## src/rtl/alu_arbiter.sv

```systemverilog
// Two-requester round-robin front end for one shared ALU: grant, execute, hold response until it is taken.
// Latency: grant at T, response valid at T+2; each transaction takes at least 3 cycles.
// Backpressure: the response is held stable while rsp_ready is low, and no new grant is made until it is taken.
module alu_arbiter #(
    parameter int WIDTH = 64,
    parameter int OPW   = 4
) (
    input  logic             clk,
    input  logic             rst,
    input  logic             req0_valid,
    output logic             req0_ready,
    input  logic [WIDTH-1:0] req0_a,
    input  logic [WIDTH-1:0] req0_b,
    input  logic [OPW-1:0]   req0_op,
    input  logic             req1_valid,
    output logic             req1_ready,
    input  logic [WIDTH-1:0] req1_a,
    input  logic [WIDTH-1:0] req1_b,
    input  logic [OPW-1:0]   req1_op,
    output logic [WIDTH-1:0] alu_num1,
    output logic [WIDTH-1:0] alu_num2,
    output logic [OPW-1:0]   alu_op,
    input  logic [WIDTH-1:0] alu_out,
    input  logic             alu_z,
    output logic             rsp_valid,
    input  logic             rsp_ready,
    output logic [WIDTH-1:0] rsp_data,
    output logic             rsp_z,
    output logic             rsp_id,
    output logic             rsp_err
);

    typedef enum logic [1:0] {IDLE, EXEC, RESP} state_t;

    state_t           state_q, state_d;
    logic [WIDTH-1:0] a_q, a_d, b_q, b_d;
    logic [OPW-1:0]   op_q, op_d;
    logic             id_q, id_d;
    logic             last_q, last_d;
    logic [WIDTH-1:0] data_q, data_d;
    logic             z_q, z_d;
    logic             rid_q, rid_d;
    logic             err_q, err_d;
    logic             grant0, grant1;

    function automatic logic op_legal(input logic [OPW-1:0] op);
        logic ok;
        ok = 1'b0;
        if (op == OPW'(4'b0000) || op == OPW'(4'b0001) || op == OPW'(4'b0010) ||
            op == OPW'(4'b0110) || op == OPW'(4'b0111) || op == OPW'(4'b1100))
            ok = 1'b1;
        return ok;
    endfunction

    // last_q holds the index granted most recently; the other requester wins a tie.
    assign grant0 = req0_valid && (!req1_valid || last_q);
    assign grant1 = req1_valid && !grant0;

    always_comb begin
        state_d    = state_q;
        a_d        = a_q;
        b_d        = b_q;
        op_d       = op_q;
        id_d       = id_q;
        last_d     = last_q;
        data_d     = data_q;
        z_d        = z_q;
        rid_d      = rid_q;
        err_d      = err_q;
        req0_ready = 1'b0;
        req1_ready = 1'b0;
        case (state_q)
            IDLE: begin
                if (!rst && (grant0 || grant1)) begin
                    req0_ready = grant0;
                    req1_ready = grant1;
                    a_d        = grant1 ? req1_a  : req0_a;
                    b_d        = grant1 ? req1_b  : req0_b;
                    op_d       = grant1 ? req1_op : req0_op;
                    id_d       = grant1;
                    last_d     = grant1;
                    state_d    = EXEC;
                end
            end
            EXEC: begin
                if (op_legal(op_q)) begin
                    data_d = alu_out;
                    z_d    = alu_z;
                    err_d  = 1'b0;
                end else begin
                    data_d = '0;
                    z_d    = 1'b0;
                    err_d  = 1'b1;
                end
                rid_d   = id_q;
                state_d = RESP;
            end
            RESP: begin
                if (rsp_ready)
                    state_d = IDLE;
            end
            default: state_d = IDLE;
        endcase
    end

    always_ff @(posedge clk) begin
        if (rst) begin
            state_q <= IDLE;
            a_q     <= '0;
            b_q     <= '0;
            op_q    <= '0;
            id_q    <= 1'b0;
            last_q  <= 1'b1;
            data_q  <= '0;
            z_q     <= 1'b0;
            rid_q   <= 1'b0;
            err_q   <= 1'b0;
        end else begin
            state_q <= state_d;
            a_q     <= a_d;
            b_q     <= b_d;
            op_q    <= op_d;
            id_q    <= id_d;
            last_q  <= last_d;
            data_q  <= data_d;
            z_q     <= z_d;
            rid_q   <= rid_d;
            err_q   <= err_d;
        end
    end

    assign alu_num1  = a_q;
    assign alu_num2  = b_q;
    assign alu_op    = op_q;
    assign rsp_valid = (state_q == RESP);
    assign rsp_data  = data_q;
    assign rsp_z     = z_q;
    assign rsp_id    = rid_q;
    assign rsp_err   = err_q;

endmodule

```

## config.mk

```make
export PLATFORM = sky130hd
export DESIGN_NAME = alu_arbiter
export DESIGN_NICKNAME = d
export VERILOG_FILES = /design/src/rtl/alu_arbiter.sv
export SDC_FILE = /design/constraint.sdc
export NUM_CORES = 1
export LEC_CHECK = 0
export ABC_AREA = 1
export CAP_MARGIN = 20
export CORE_AREA = 2 2 208 210
export CTS_BUF_LIST = sky130_fd_sc_hd__clkbuf_4
export DETAILED_ROUTE_END_ITERATION = 8
export DIE_AREA = 0 0 210 212
export RECOVER_POWER = 50
export SYNTH_ARGS = -nofsm -noshare
export SYNTH_HDL_FRONTEND = slang
export SYNTH_SLANG_ARGS = --single-unit
```

## constraint.sdc

```tcl
create_clock -name clk -period 1.5 [get_ports clk]
set_input_delay 0.15 -clock clk [delete_from_list [all_inputs] [get_ports clk]]
set_output_delay 0.15 -clock clk [all_outputs]
set_load 0.005 [all_outputs]
```

==> impl_metrics.py, run 1 <==
metrics = {
    "drt": {
        "num_vias": 12200,
        "ant_nets": 0,
        "drt-pass1-iter-count": 5,
        "drc": 0,
        "post_drt_wl_per_cell_um": 13.9,
        "drt-initial-drc-count": 631,
        "wl_um": 40500,
        "via_per_inst": 4.19,
    },
    "place": {
        "dp_cells": 2620,
        "gp_congestion": 0.864,
        "dp_slack_ns": -0.357,
        "io_buffers": 535,
        "hpwl_um": 28100,
    },
    "synthesis": {
        "yosys.area_share.adder_pct": 0,
        "synthSimpleGateAreaFrac_pct": 30.4,
        "synth_fp_nets": 1923,
        "synth.area.mux_share_pct": 0,
        "synth_compound_area_share_pct": 10.5,
        "yosys_warnings": 0,
        "synth-seq-cells": 203,
        "netlist_area_sq_mm": 0.00978,
        "avgSynthCellArea_sq_um": 6.16,
        "synthXorXnorAreaFrac_pct": 0,
        "synth_top_family_by_area": "simple AND/OR/NAND/NOR gates",
        "syn_inst": 1589,
        "ys_seq_area_share_pct": 41.6,
        "ys_types": 17,
    },
    "die": {
        "ios": 536,
        "die_h_um": 212,
        "core_sq_mm": 0.0425,
        "start_util_pct": 23.0,
        "dieArea_sq_mm": 0.0445,
        "rows": 76,
        "die-width_um": 210,
    },
    "pwr": {
        "irDropWorstVdd_mv": 0.466,
        "totalPowerFinal_mw": 15.4,
        "power_leakage_nw": 8.95,
        "pwr_density_cell_mw_per_mm2": 862,
    },
    "setup_path": {
        "critical_path.startpoint_type": "register",
        "worstSetupEndpointType": "output port",
        "path_cells": "inv_2, nand2_2, nor2_4, nand2_4, inv_4, nand2_4, inv_2, buf_6",
        "cp_slowest_cell": "dfxtp_2",
        "path_class": "reg2out",
        "cp_max_fo": 3,
        "reg2reg_from": "state_q[1]$_SDFFE_PP0P_",
        "path_buf_inv": 4,
        "crit_path_max_incr_delay_ns": 0.32,
        "worst-path-stages": 8,
        "arrival_ns": 1.56,
        "cp_top_family": "flip-flops",
        "required_ns": 1.35,
        "r2r_cells": 11,
        "rrSetupSlack_ns": -0.07,
        "cp-startpoint": "state_q[1]$_SDFFE_PP0P_",
    },
    "clocking": {
        "numCtsBuffers": 61,
        "cts_tree": "yes",
        "cts_buffer_depth": 3,
        "htree_levels": 2,
        "cts.sinks": 203,
        "cts_root_buf": "clkbuf_4",
        "clk_pin_slew_ns": 0.06,
        "insertion_delay_ns": 0.75,
    },
    "timing": {
        "rsz0062_at_grt": "true",
        "relSlewSlack_pct": 59.9,
        "period_minus_slack_ns": 1.71,
        "worstMarginPinSlew_ns": 0.601,
        "drv_slew": 0,
        "setup_ws_ns": -0.207,
        "skew_ns": 0.0545,
        "finalCritPeriodShare_pct": 114,
        "final_hold_viol_count": 0,
        "hold-worst-slack_ns": 0.0872,
        "max_freq_ghz": 0.586,
        "setup_viol": 38,
        "fin_setup_tns_ns": -1.15,
    },
    "cells_and_area": {
        "multi_input_area_sq_mm": 0.00404,
        "fin_nets": 2661,
        "fillers": 4399,
        "final_cells": 2912,
        "syn_to_final_growth_pct": 83.0,
        "drive_gt1_share_pct": 21.2,
        "seq_area_sq_mm": 0.00424,
    },
    "hold_path": {
        "worstHoldStart": "req0_a[35]",
        "min_path_cells": 5,
        "min_path_type": "in2reg",
    },
    "status": {
        "run_status": "complete, but fails checks",
        "violations": "setup timing",
    },
    "job": {
        "drv_cap": 0,
    },
    "global_route": {
        "grt_pass1_vias": 11900,
        "grt_use_total_pct": 17.4,
        "grt_max_degree": 112,
        "grt-ovfl-total": 0,
        "antenna_found_initial": 3,
        "grt_pass1_wl_um": 61700,
    },
}
[area by class of cell]
cell class / instances / area share [%]
clock inverters: 11 / 0.259
multi-input cells: 948 / 22.6
flip-flops and latches: 203 / 23.7
well taps: 546 / 3.82
clock buffers: 88 / 3.69
diodes: 3 / 0.0419
repair buffers: 774 / 38.8
inverters: 339 / 7.14
[logic make-up (layout without fill, tap and decap cells)]
kind of cell,count (synthesis),in the layout
other,0,3
AND/OR/NAND/NOR,746,746
flip-flops,203,203
AO/OA/AOI/OAI,202,202
buffers and inverters,438,1212
[routing by layer]
layer / track usage [%] / part of all wire (%)
met2: 31.2 / 49
met4: 7.65 / 3.7
met5: 0 / 0
met1: 19.2 / 40
met3: 4.98 / 7.2
[registers in the layout (all words and copies together), names as in the netlist]
name / count
alu_num2: 64
id_q: 1
alu_op: 4
state_q: 2
rsp_id: 1
rsp_err: 1
rsp_data: 64
alu_num1: 64
last_q: 1
rsp_z: 1
[cells in the mapped netlist]
master	n	area share, %
nand2_1	536	21
inv_1	336	13
dfxtp_1	203	42
a21oi_1	199	10
nand3_1	135	6.9
nor2_1	72	2.8
buf_2	47	2.4
clkbuf_1	44	1.7
buf_1	5	0.19
inv_2	3	0.12
buf_4	2	0.15
o21ai_0	2	0.10
a21oi_4	1	0.17
buf_6	1	0.12
nand2_2	1	0.064
nand4_1	1	0.064
or2_1	1	0.064
[worst register-to-register path: cells and delay by family, from the launching register on]
family                 cells  cell delay [ns]
DFF                        1             0.32
and+or+nand+nor            5             0.39
buffers and inverters      6             0.81
[cell usage in the layout, fill, tap and decap left out, types with 4 or more instances in the layout]
cell               n
nand2_1          533
buf_2            176
clkbuf_4          88
clkbuf_2           8
buf_4             44
buf_12            14
dfxtp_1           69
inv_2              5
inv_1            334
clkdlybuf4s15_1    4
clkinv_2           4
clkdlybuf4s50_1  332
clkdlybuf4s15_2    8
a21oi_1          198
nor2_1            69
dlygate4sd3_1    179
buf_6              5
dfxtp_2          132
clkinv_1           5
nand3_1          135
[path summary, 6_finish.rpt]
| kind | endpoint |
|---|---|
| min | alu_num1[35]$_SDFFE_PP0P_ |
| max reg2reg | alu_num1[27]$_SDFFE_PP0P_ |
| min reg2reg | rsp_data[54]$_SDFFE_PP0N_ |
| max | req1_ready |
[timing repair]
action / in CTS / in global routing
resized for setup: 914 / 24
setup buffers: 9 / 1
setup endpoints to repair: 269 / 153
cloned: 3 / 0
hold buffers: 179 / 0
endpoints found under the hold margin: 136 / 0
pin swaps: 2 / 2
[power breakdown]
part	internal, mW	switching [mW]
Combinational	2.23	2.00
Clock	2.64	2.40
Sequential	5.93	0.244
[per-stage QoR]
step	instance area [sq um]	util, %
6_report	17900	42.1
3_3_place_gp	16000	37.5
3_5_place_dp	16000	37.5
4_1_cts	18000	42.3
2_1_floorplan	9780	-
5_1_grt	17900	42.1
Note: power is estimated with default switching activity, not from simulation.
==> inputs of run 2 (changes only) <==
--- a/config.mk
+++ b/config.mk
@@ -11,6 +11,7 @@
 export CTS_BUF_LIST = sky130_fd_sc_hd__clkbuf_4
 export DETAILED_ROUTE_END_ITERATION = 8
 export DIE_AREA = 0 0 210 212
+export GPL_ROUTABILITY_DRIVEN = 0
 export RECOVER_POWER = 50
 export SYNTH_ARGS = -nofsm -noshare
 export SYNTH_HDL_FRONTEND = slang
==> results of run 2 <==
No change in the layout: final DEF, timing and power equal those of run 1.
==> inputs of run 3 (changes only) <==
--- a/config.mk
+++ b/config.mk
@@ -13,6 +13,8 @@
 export DIE_AREA = 0 0 210 212
 export GPL_ROUTABILITY_DRIVEN = 0
 export RECOVER_POWER = 50
+export SKIP_CTS_REPAIR_TIMING = 1
+export SKIP_LAST_GASP = 1
 export SYNTH_ARGS = -nofsm -noshare
 export SYNTH_HDL_FRONTEND = slang
 export SYNTH_SLANG_ARGS = --single-unit
==> impl_metrics.py, run 3 (synthesis gave the netlist of run 1 again) <==
metrics = {
    "status": {
        "run_status": "complete, but fails checks",
        "violations": "setup timing",
    },
    "place": {
        "hpwl_um": 28100,
        "dp_cells": 2620,
        "io_buffers": 535,
        "dp_slack_ns": -0.357,
    },
    "drt": {
        "drc": 0,
        "wl_um": 39100,
        "post_drt_wl_per_cell_um": 14.2,
        "num_vias": 11400,
        "ant_nets": 0,
        "drt-initial-drc-count": 533,
        "drt-pass1-iter-count": 5,
        "via_per_inst": 4.15,
    },
    "setup_path": {
        "rr_endpoint": "alu_num1[3]$_SDFFE_PP0P_",
        "path_class": "reg2out",
        "r2r_cells": 11,
        "cp_max_fo": 4,
        "rrSetupSlack_ns": -0.10,
        "arrival_ns": 1.61,
        "reg2reg_from": "state_q[0]$_SDFFE_PP0P_",
        "critical_path.startpoint_type": "register",
        "required_ns": 1.35,
        "worstSetupEndpointType": "output port",
    },
    "hold_path": {
        "worstHoldEndpoint": "alu_num2[39]$_SDFFE_PP0P_",
        "min_path_type": "in2reg",
        "min_path_cells": 5,
        "worstHoldStart": "req0_b[39]",
    },
    "timing": {
        "setup_ws_ns": -0.258,
        "final_hold_viol_count": 0,
        "max_freq_ghz": 0.569,
        "setup_viol": 92,
        "period_minus_slack_ns": 1.76,
        "finalCritPeriodShare_pct": 117,
        "worstMarginPinSlew_ns": 0.611,
        "relSlewSlack_pct": 59.2,
        "drv_slew": 0,
        "rsz0062_at_grt": "true",
        "skew_ns": 0.0634,
    },
    "clocking": {
        "cts.sinks": 203,
        "cts_buffer_depth": 3,
        "htree_levels": 2,
        "clk_pin_slew_ns": 0.06,
        "cts_tree": "yes",
        "insertion_delay_ns": 0.76,
        "cts_root_buf": "clkbuf_4",
        "numCtsBuffers": 61,
    },
    "job": {
        "drv_cap": 0,
    },
    "global_route": {
        "grt_pass1_vias": 10800,
        "grt_max_degree": 112,
        "antenna_found_initial": 2,
        "grt_pass1_wl_um": 57100,
        "grt-ovfl-total": 0,
        "grt_use_total_pct": 16.2,
    },
    "cells_and_area": {
        "final_cells": 2743,
        "fin_nets": 2493,
        "syn_to_final_growth_pct": 75.4,
        "final_cell_mix": "nand2_1 (533), inv_1 (335), clkdlybuf4s50_1 (332), a21oi_1 (199), dfxtp_1 (178)",
        "drive_gt1_share_pct": 10.6,
        "fillers": 4486,
        "layout_commonest_cell": "nand2_1",
    },
    "die": {
        "start_util_pct": 23.0,
        "core_sq_mm": 0.0425,
        "rows": 76,
        "ios": 536,
        "dieArea_sq_mm": 0.0445,
        "die-width_um": 210,
        "die_h_um": 212,
    },
    "pwr": {
        "irDropWorstVdd_mv": 0.417,
        "totalPowerFinal_mw": 15.2,
        "pwr_density_cell_mw_per_mm2": 886,
        "power_leakage_nw": 10.5,
    },
}
[run 3: worst max-delay path, cell delays in order, from the launching register on]
cell      delay [ns]
dfxtp_2         0.31
inv_1           0.06
nand2_2         0.07
nor2_4          0.12
nand2_4         0.07
inv_4           0.06
nand2_4         0.05
inv_2           0.06
clkbuf_2        0.10
[run 3: how the worst max path moves through the flow]
stage                                        from                        end  slack (ns)  cells after the start
after global routing      state_q[0]$_SDFFE_PP0P_                 req1_ready       -0.45                      8
after detailed placement               req1_valid  alu_num2[27]$_SDFFE_PP0P_       -0.36                     10
after global placement                 req1_valid  alu_num2[27]$_SDFFE_PP0P_       -0.33                     10
after floorplan           state_q[0]$_SDFFE_PP0P_  alu_num2[11]$_SDFFE_PP0P_        0.23                      9
final                     state_q[0]$_SDFFE_PP0P_                 req1_ready       -0.26                      8
after CTS                 state_q[1]$_SDFFE_PP0P_                 req1_ready       -0.92                      8
[run 3: cell type report]
class                   instances  area, sq um  share of cell area (%)
inverters                     339         1280                    7.45
repair buffers                606         6360                    37.0
clock inverters                11         46.3                   0.270
flip-flops and latches        203         4100                    23.9
diodes                          2         5.00                  0.0292
well taps                     546          683                    3.98
clock buffers                  88          661                    3.85
multi-input cells             948         4030                    23.5
[run 3: where the power goes]
| group | switching [mW] | internal [mW] | total (mW) |
|---|---|---|---|
| registers | 0.242 | 5.88 | 6.12 |
| clock network | 2.38 | 2.64 | 5.02 |
| logic | 1.92 | 2.14 | 4.05 |
| total | 4.54 | 10.7 | 15.2 |
[run 3: stage by stage]
step	hold WS, ns	area (sq um)	utilization, %	setup TNS (ns)
floorplan	0.316	9780	-	0
global placement	0.450	16000	37.5	-38.27
detailed placement	0.455	16000	37.5	-39.04
CTS	-0.0941	16700	39.2	-73.92
global route	-0.00636	17200	40.4	-28.53
finish	0.0331	17200	40.4	-4.38
[run 3: per-layer routing]
metal  track usage [%]  up-vias  routed length (um)
met4              6.43        0                1120
met2              28.6      419               19200
met3              5.20       76                3040
met1              18.1     5008               15700
met5                 0        -                   0
li1                  -     5887                   -
